## src/rtl/tmcu_apb_fabric_if.sv

```systemverilog
// Bus bundle between the CPU-side AHB-lite port and the APB peripheral slots.
// The fabric uses the slave modport: it is an AHB slave and drives the APB side.
// The master modport is the view of whatever surrounds the fabric.
interface tmcu_apb_fabric_if #(
  parameter int NUM_SLV   = 4,
  parameter int SLOT_BITS = 12
);
  // AHB-lite side
  logic                   hsel;
  logic [31:0]            haddr;
  logic [1:0]             htrans;
  logic                   hwrite;
  logic [2:0]             hsize;
  logic [31:0]            hwdata;
  logic [31:0]            hrdata;
  logic                   hready;
  logic                   hresp;
  // APB side
  logic [NUM_SLV-1:0]     psel;
  logic                   penable;
  logic                   pwrite;
  logic [SLOT_BITS-1:0]   paddr;
  logic [31:0]            pwdata;
  logic [3:0]             pstrb;
  logic [32*NUM_SLV-1:0]  prdata;
  logic [NUM_SLV-1:0]     pready;
  logic [NUM_SLV-1:0]     pslverr;
  // Watchdog abort pulse
  logic                   timeout;

  modport slave (
    input  hsel, haddr, htrans, hwrite, hsize, hwdata,
    output hrdata, hready, hresp,
    output psel, penable, pwrite, paddr, pwdata, pstrb,
    input  prdata, pready, pslverr,
    output timeout
  );

  modport master (
    output hsel, haddr, htrans, hwrite, hsize, hwdata,
    input  hrdata, hready, hresp,
    input  psel, penable, pwrite, paddr, pwdata, pstrb,
    output prdata, pready, pslverr,
    input  timeout
  );
endinterface

```

## src/rtl/tmcu_apb_fabric.sv

```systemverilog
// AHB-lite slave fanned out to NUM_SLV APB slots with one-hot psel, byte
// strobes, wait-state handling, slave-error forwarding and an access watchdog.
//
// state  | meaning
// -------+-------------------------------------------------------------
// IDLE   | ready for an address phase, OKAY zero-wait response
// CAPT   | AHB data phase: capture hwdata, APB controls already driven
// SETUP  | APB setup phase: psel high, penable low
// ACCESS | APB access phase: wait for pready, count wait cycles
// ERR1   | first ERROR cycle: hready low, hresp high, no psel
// ERR2   | second ERROR cycle: hready high, hresp high, starts ignored
module tmcu_apb_fabric #(
  parameter int          NUM_SLV     = 4,
  parameter logic [31:0] BASE_ADDR   = 32'h4000_0000,
  parameter int          SLOT_BITS   = 12,
  parameter int          TIMEOUT_CYC = 255
) (
  input logic              clk,
  input logic              rst,
  tmcu_apb_fabric_if.slave bus
);

  localparam int SW = (NUM_SLV > 1) ? $clog2(NUM_SLV) : 1;
  localparam int CW = $clog2(TIMEOUT_CYC + 1);
  localparam logic [32:0]   WIN_LO    = {1'b0, BASE_ADDR};
  localparam logic [32:0]   WIN_HI    = WIN_LO + (33'(NUM_SLV) << SLOT_BITS);
  localparam logic [CW-1:0] WAIT_LAST = CW'(TIMEOUT_CYC - 1);

  typedef enum logic [2:0] {
    S_IDLE, S_CAPT, S_SETUP, S_ACCESS, S_ERR1, S_ERR2
  } state_t;

  state_t               state_q, state_d;
  logic [SW-1:0]        slot_q, slot_d;
  logic [CW-1:0]        wait_cnt_q, wait_cnt_d;
  logic                 hready_q, hready_d;
  logic                 hresp_q, hresp_d;
  logic [31:0]          hrdata_q, hrdata_d;
  logic [NUM_SLV-1:0]   psel_q, psel_d;
  logic                 penable_q, penable_d;
  logic                 pwrite_q, pwrite_d;
  logic [SLOT_BITS-1:0] paddr_q, paddr_d;
  logic [31:0]          pwdata_q, pwdata_d;
  logic [3:0]           pstrb_q, pstrb_d;
  logic                 timeout_q, timeout_d;

  logic                 start;
  logic                 in_win;
  logic                 dec_err;
  logic [31:0]          offset;
  logic [SW-1:0]        dec_slot;
  logic [3:0]           dec_strb;
  logic                 sel_ready;
  logic                 sel_err;
  logic [31:0]          sel_rdata;
  logic                 unused_htrans;

  // NONSEQ and SEQ both start a transfer, so only htrans[1] matters
  assign unused_htrans = bus.htrans[0];

  // Address-phase decode: window check, slot index, size/alignment and strobes
  always_comb begin
    start    = bus.hsel & bus.htrans[1] & hready_q;
    offset   = bus.haddr - BASE_ADDR;
    dec_slot = SW'(offset >> SLOT_BITS);
    in_win   = ({1'b0, bus.haddr} >= WIN_LO) && ({1'b0, bus.haddr} < WIN_HI);
    dec_err  = !in_win
             || (bus.hsize > 3'd2)
             || ((bus.hsize == 3'd1) && bus.haddr[0])
             || ((bus.hsize == 3'd2) && (bus.haddr[1:0] != 2'b00));
    case (bus.hsize)
      3'd0:    dec_strb = 4'b0001 << bus.haddr[1:0];
      3'd1:    dec_strb = 4'b0011 << bus.haddr[1:0];
      default: dec_strb = 4'b1111;
    endcase
  end

  // Only the selected slot's response is ever looked at
  always_comb begin
    sel_ready = bus.pready[slot_q];
    sel_err   = bus.pslverr[slot_q];
    sel_rdata = bus.prdata[32*slot_q +: 32];
  end

  // Next-state and registered-output computation
  always_comb begin
    state_d    = state_q;
    slot_d     = slot_q;
    wait_cnt_d = wait_cnt_q;
    hrdata_d   = hrdata_q;
    pwrite_d   = pwrite_q;
    paddr_d    = paddr_q;
    pwdata_d   = pwdata_q;
    pstrb_d    = pstrb_q;
    timeout_d  = 1'b0;

    case (state_q)
      S_IDLE: begin
        if (start) begin
          if (dec_err) begin
            state_d = S_ERR1;
          end else begin
            state_d  = S_CAPT;
            slot_d   = dec_slot;
            pwrite_d = bus.hwrite;
            paddr_d  = bus.haddr[SLOT_BITS-1:0];
            pstrb_d  = bus.hwrite ? dec_strb : 4'b0000;
          end
        end
      end
      S_CAPT: begin
        pwdata_d   = bus.hwdata;
        wait_cnt_d = '0;
        state_d    = S_SETUP;
      end
      S_SETUP: begin
        state_d = S_ACCESS;
      end
      S_ACCESS: begin
        if (sel_ready) begin
          if (sel_err) begin
            state_d = S_ERR1;
          end else begin
            if (!pwrite_q) hrdata_d = sel_rdata;
            state_d = S_IDLE;
          end
        end else if (wait_cnt_q == WAIT_LAST) begin
          // This is the TIMEOUT_CYC-th ACCESS cycle without pready: abort
          timeout_d = 1'b1;
          state_d   = S_ERR1;
        end else begin
          wait_cnt_d = wait_cnt_q + 1'b1;
        end
      end
      S_ERR1:  state_d = S_ERR2;
      S_ERR2:  state_d = S_IDLE;
      default: state_d = S_IDLE;
    endcase

    // AHB/APB handshake outputs are registered, so derive them from state_d
    hready_d  = (state_d == S_IDLE) || (state_d == S_ERR2);
    hresp_d   = (state_d == S_ERR1) || (state_d == S_ERR2);
    penable_d = (state_d == S_ACCESS);
    if ((state_d == S_SETUP) || (state_d == S_ACCESS)) begin
      psel_d = NUM_SLV'(1) << slot_d;
    end else begin
      psel_d = '0;
    end
  end

  // State and output registers with synchronous reset
  always_ff @(posedge clk) begin
    if (rst) begin
      state_q    <= S_IDLE;
      slot_q     <= '0;
      wait_cnt_q <= '0;
      hready_q   <= 1'b1;
      hresp_q    <= 1'b0;
      hrdata_q   <= '0;
      psel_q     <= '0;
      penable_q  <= 1'b0;
      pwrite_q   <= 1'b0;
      paddr_q    <= '0;
      pwdata_q   <= '0;
      pstrb_q    <= '0;
      timeout_q  <= 1'b0;
    end else begin
      state_q    <= state_d;
      slot_q     <= slot_d;
      wait_cnt_q <= wait_cnt_d;
      hready_q   <= hready_d;
      hresp_q    <= hresp_d;
      hrdata_q   <= hrdata_d;
      psel_q     <= psel_d;
      penable_q  <= penable_d;
      pwrite_q   <= pwrite_d;
      paddr_q    <= paddr_d;
      pwdata_q   <= pwdata_d;
      pstrb_q    <= pstrb_d;
      timeout_q  <= timeout_d;
    end
  end

  assign bus.hrdata  = hrdata_q;
  assign bus.hready  = hready_q;
  assign bus.hresp   = hresp_q;
  assign bus.psel    = psel_q;
  assign bus.penable = penable_q;
  assign bus.pwrite  = pwrite_q;
  assign bus.paddr   = paddr_q;
  assign bus.pwdata  = pwdata_q;
  assign bus.pstrb   = pstrb_q;
  assign bus.timeout = timeout_q;

endmodule

```

## src/flat_wrapper.sv

```systemverilog
// flat-port wrapper written by rule: the top's interface ports become plain ports
module tmcu_apb_fabric_flat 
#(
  parameter int          NUM_SLV     = 4,
  parameter logic [31:0] BASE_ADDR   = 32'h4000_0000,
  parameter int          SLOT_BITS   = 12,
  parameter int          TIMEOUT_CYC = 255
)
  (clk, rst, bus_hsel, bus_haddr, bus_htrans, bus_hwrite, bus_hsize, bus_hwdata, bus_hrdata, bus_hready, bus_hresp, bus_psel, bus_penable, bus_pwrite, bus_paddr, bus_pwdata, bus_pstrb, bus_prdata, bus_pready, bus_pslverr, bus_timeout);
  tmcu_apb_fabric_if #(.NUM_SLV(NUM_SLV), .SLOT_BITS(SLOT_BITS)) bus_i ();
  input logic clk;
  input logic rst;
  input wire logic [$bits(bus_i.hsel)-1:0] bus_hsel;
  input wire logic [$bits(bus_i.haddr)-1:0] bus_haddr;
  input wire logic [$bits(bus_i.htrans)-1:0] bus_htrans;
  input wire logic [$bits(bus_i.hwrite)-1:0] bus_hwrite;
  input wire logic [$bits(bus_i.hsize)-1:0] bus_hsize;
  input wire logic [$bits(bus_i.hwdata)-1:0] bus_hwdata;
  output wire logic [$bits(bus_i.hrdata)-1:0] bus_hrdata;
  output wire logic [$bits(bus_i.hready)-1:0] bus_hready;
  output wire logic [$bits(bus_i.hresp)-1:0] bus_hresp;
  output wire logic [$bits(bus_i.psel)-1:0] bus_psel;
  output wire logic [$bits(bus_i.penable)-1:0] bus_penable;
  output wire logic [$bits(bus_i.pwrite)-1:0] bus_pwrite;
  output wire logic [$bits(bus_i.paddr)-1:0] bus_paddr;
  output wire logic [$bits(bus_i.pwdata)-1:0] bus_pwdata;
  output wire logic [$bits(bus_i.pstrb)-1:0] bus_pstrb;
  input wire logic [$bits(bus_i.prdata)-1:0] bus_prdata;
  input wire logic [$bits(bus_i.pready)-1:0] bus_pready;
  input wire logic [$bits(bus_i.pslverr)-1:0] bus_pslverr;
  output wire logic [$bits(bus_i.timeout)-1:0] bus_timeout;
  assign bus_i.hsel = bus_hsel;
  assign bus_i.haddr = bus_haddr;
  assign bus_i.htrans = bus_htrans;
  assign bus_i.hwrite = bus_hwrite;
  assign bus_i.hsize = bus_hsize;
  assign bus_i.hwdata = bus_hwdata;
  assign bus_hrdata = bus_i.hrdata;
  assign bus_hready = bus_i.hready;
  assign bus_hresp = bus_i.hresp;
  assign bus_psel = bus_i.psel;
  assign bus_penable = bus_i.penable;
  assign bus_pwrite = bus_i.pwrite;
  assign bus_paddr = bus_i.paddr;
  assign bus_pwdata = bus_i.pwdata;
  assign bus_pstrb = bus_i.pstrb;
  assign bus_i.prdata = bus_prdata;
  assign bus_i.pready = bus_pready;
  assign bus_i.pslverr = bus_pslverr;
  assign bus_timeout = bus_i.timeout;
  tmcu_apb_fabric #(.NUM_SLV(NUM_SLV), .BASE_ADDR(BASE_ADDR), .SLOT_BITS(SLOT_BITS), .TIMEOUT_CYC(TIMEOUT_CYC)) u_core (.clk(clk), .rst(rst), .bus(bus_i));
endmodule
```

## config.mk

```make
export PLATFORM = sky130hd
export DESIGN_NAME = tmcu_apb_fabric_flat
export DESIGN_NICKNAME = d
export VERILOG_FILES = /design/src/rtl/tmcu_apb_fabric_if.sv /design/src/rtl/tmcu_apb_fabric.sv /design/src/flat_wrapper.sv
export SDC_FILE = /design/constraint.sdc
export NUM_CORES = 1
export LEC_CHECK = 0
export CAP_MARGIN = 20
export CORE_AREA = 2 2 117 119
export CTS_CLUSTER_SIZE = 30
export DETAILED_ROUTE_END_ITERATION = 8
export DIE_AREA = 0 0 119 121
export PLACE_DENSITY = 0.8
export SYNTH_ARGS = -nofsm -noshare
export SYNTH_HDL_FRONTEND = slang
export SYNTH_SLANG_ARGS = --single-unit
export TNS_END_PERCENT = 1
```

## constraint.sdc

```tcl
create_clock -name clk -period 5.4 [get_ports clk]
set_input_delay 1.08 -clock clk [delete_from_list [all_inputs] [get_ports clk]]
set_output_delay 1.08 -clock clk [all_outputs]
set_load 0.005 [all_outputs]
```

==> results.sh <==
export IMPL_status="finished clean"
export IMPL_drive_gt1_share_pct=8.06
export IMPL_finalSetupTns_ns=0
export IMPL_nets=1012
export IMPL_clkSlewWorstSetupHoldPaths_ns=0.07
export IMPL_firstDrtPassIters=5
export IMPL_synth_top_area_share_pct=42.1
export IMPL_yosys_area_top_type="dfxtp_1"
export IMPL_drc=0
export IMPL_cts_tree="yes"
export IMPL_worst_slew_pin_slew_ns=1.05
export IMPL_seq_power_share_pct=43.6
export IMPL_cp_data_arrival_time_ns=3.39
export IMPL_via_count=5223
export IMPL_intPower_mw=1.41
export IMPL_switching_share_pct=24.5
export IMPL_vias_per_cell=5.32
export IMPL_io_buffers=296
export IMPL_grt_max_degree=100
export IMPL_yosys_warnings=0
export IMPL_grt_pass1_wl_um=27400
export IMPL_first_iter_violations=284
export IMPL_fin_crit_ns=3.22
export IMPL_post_cts_buffers=0
export IMPL_finalCritPeriodShare_pct=59.7
export IMPL_path_cells="clkdlybuf4s50_1, nor4_1, nand4_1, o21ai_0, a31oi_1"
export IMPL_rsz0062_at_grt="false"
export IMPL_place_gp_congestion=1.03
export IMPL_cp_slowest_cell="nand4_1"
export IMPL_maxSlewViolCount=0
export IMPL_slew_headroom_pct=29.8
export IMPL_ctsLongestPathBuffers=2
export IMPL_die_h_um=121
export IMPL_p_leak_nw=2.67
export IMPL_post_cts_resize_count=0
export IMPL_hold_viol_final=0
export IMPL_initial_core_util_pct=37.0
export IMPL_synth_fa_ha_area_share_pct=0.516
export IMPL_die_area_um2=14400
export IMPL_clockRootBuffer="clkbuf_16"
export IMPL_fin_util_pct=62.7
export IMPL_syn_inst=538
export IMPL_async_flop_share_pct=0
export IMPL_synth_compound_area_share_pct=16.5
export IMPL_rows=42
export IMPL_crit_path_max_incr_delay_ns=0.76
export IMPL_syn_area_um2=4850
export IMPL_wl_met3_um=1300
export IMPL_worstHoldPathCells=2
export IMPL_critPathCaptureType="flop"
export IMPL_ys_seq_elements=102
export IMPL_yosysUniqueCellTypes=42
export IMPL_synth_seq_area_share_pct=42.1
export IMPL_postSynthAreaPerCell_um2=9.01
export IMPL_yosysMostFrequentCell="nand2_1"
export IMPL_met2_length_um=8660
export IMPL_cts_hold_buf=0
export IMPL_cts_sinks=102
export IMPL_area_delta_synth_final_pct=69.3
export IMPL_antenna_cells=0
export IMPL_wirelength_um=17600
export IMPL_synth_area_leaders="dfxtp_1 42%, mux4_2 16%, nand2_1 11%"
export IMPL_finalSetupViolations=0
export IMPL_min_path_type="reg -> reg"
export IMPL_synth_mux_area_share_pct=16.2
export IMPL_synth_simple_area_share_pct=20.1
export IMPL_fin_skew_ns=0.00448
export IMPL_grt_antenna_before_repair=0
export IMPL_die_w_um=119
export IMPL_core_um2=13100
export IMPL_synthXorXnorAreaFrac_pct=0.181
export IMPL_power_density_nw_per_um2=228
export IMPL_wl_met1_um=7160
export IMPL_switchingPower_mw=0.457
export IMPL_cts_htree_levels=3
export IMPL_critPathKind="in -> reg"
export IMPL_worstSetupStartpointType="primary input"
export IMPL_max_cap_viol_count=0
export IMPL_detail_route_wl_per_cell_um=17.9
export IMPL_maxClockFrequency_mhz=310
export IMPL_grt_total_usage_pct=24.1
export IMPL_combPwrFrac_pct=20.6
export IMPL_grt_overflow=0
export IMPL_critPathRequiredTime_ns=5.57
export IMPL_clkPwrFrac_pct=35.8
export IMPL_synth_main_ff_cell="dfxtp_1"
export IMPL_worstSkewPairLatency_ns=0.34
export IMPL_drtAntennaViolNets=0
export IMPL_dp_hpwl_um=13300
export IMPL_top_layer="met4"
export IMPL_synth_edf_count=0
export IMPL_syn_num_nets=749
export IMPL_path_max_fanout=20
export IMPL_io_pins=298
export IMPL_synth_commonest_cells="137 x nand2_1, 102 x dfxtp_1, 95 x a21oi_1"
export IMPL_ir_worst_vdd_mv=0.232
export IMPL_grt_pass1_vias=5217
export IMPL_synth_top_family_by_area="simple AND/OR/NAND/NOR gates"
export IMPL_cts_made_buffers=9
export IMPL_reg2reg_depth=4
## sequential cells by signal (all words and copies together) (netlist names)
register / count
u_core.bus.hrdata: 32
u_core.bus.hready: 1
u_core.bus.hresp: 1
u_core.bus.paddr: 12
u_core.bus.penable: 1
u_core.bus.psel: 4
u_core.bus.pstrb: 4
u_core.bus.pwdata: 32
u_core.bus.pwrite: 1
u_core.bus.timeout: 1
u_core.slot_q: 2
u_core.state_q: 3
u_core.wait_cnt_q: 8
## layout by cell type (no fill, tap or decap), types with 2 or more instances in the layout
cell and n:
mux2i_1 2, inv_6 2, a21oi_1 95, dfxtp_1 100, nor3b_1 2, clkbuf_8 2
or3_1 5, o21ai_1 2, inv_1 2, nor2_1 3, and4_1 2, nand3_1 2
o31ai_1 20, nor4_1 5, or2_2 3, and3b_1 2, a21o_1 2, nand4_1 23
nand2b_1 6, dfxtp_2 2, or4_1 2, clkbuf_16 9, and3_1 3, nor2b_1 2
o211ai_1 3, o21ai_0 6, a31oi_1 4, nand3b_1 3, clkdlybuf4s50_1 295, nand2_1 137
ha_1 2, buf_4 6, or4b_1 2, mux4_2 34
## per-layer routing
layer	GRT usage (%)	vias to the layer above
li1	-	2477
met1	28.8	2464
met2	41.5	244
met5	0	-
met3	6.11	38
met4	9.67	0
## cells by family (layout without fill, tap and decap cells)
| family | Yosys count | in the layout |
|---|---|---|
| simple gates | 206 | 206 |
| compound gates | 139 | 139 |
| flops | 102 | 102 |
| buf+inv | 52 | 320 |
| mux | 36 | 36 |
| fa+ha+maj | 2 | 2 |
| xor+xnor | 1 | 1 |
## stage by stage
step / worst slack [ns] / power (mW) / cells / hold WS [ns] / cell area [µm²]
6_report: 2.18 / 1.87 / 982 / 0.453 / 8210
5_1_grt: 1.92 / 1.95 / 982 / 0.472 / 8210
4_1_cts: 2.19 / 1.88 / 981 / 0.456 / 8190
3_5_place_dp: 1.82 / 1.21 / 965 / 0.446 / 7880
3_3_place_gp: 1.92 / 1.20 / 965 / 0.442 / 7880
2_1_floorplan: 2.84 / 0.965 / 538 / 0.439 / 4850
## final timing paths
kind,start,end,slack [ns]
setup reg to reg,u_core.state_q[1],u_core.bus.hrdata[5],2.64
hold / removal,u_core.bus.pwdata[11],u_core.bus.pwdata[11],0.45
hold reg to reg,u_core.bus.pwdata[11],u_core.bus.pwdata[11],0.45
setup / recovery,bus_haddr[17],u_core.bus.hresp,2.18
## power groups by stage
stage	Combinational [mW]	Sequential (mW)	Clock, mW
5_1_grt	0.413	0.818	0.720
4_1_cts	0.381	0.813	0.689
3_5_place_dp	0.379	0.830	0
3_3_place_gp	0.371	0.827	0
2_1_floorplan	0.146	0.818	0
6_report	0.385	0.814	0.668
## final cells by class
class	instances	area (µm²)
flip-flops and latches	102	2040
inverters	2	7.51
multi-input cells	384	2610
fillers	1070	4880
clock buffers	12	256
repair buffers	302	3010
clock inverters	4	52.6
well taps	176	220
## worst max-delay path: cells and delay by family
| kind | cells | cell delay (ns) |
|---|---|---|
| and+or+nand+nor | 2 | 1.16 |
| buffers and inverters | 1 | 0.40 |
| AOI/OAI and AO/OA | 2 | 0.75 |
(Power assumes the default switching activity.)
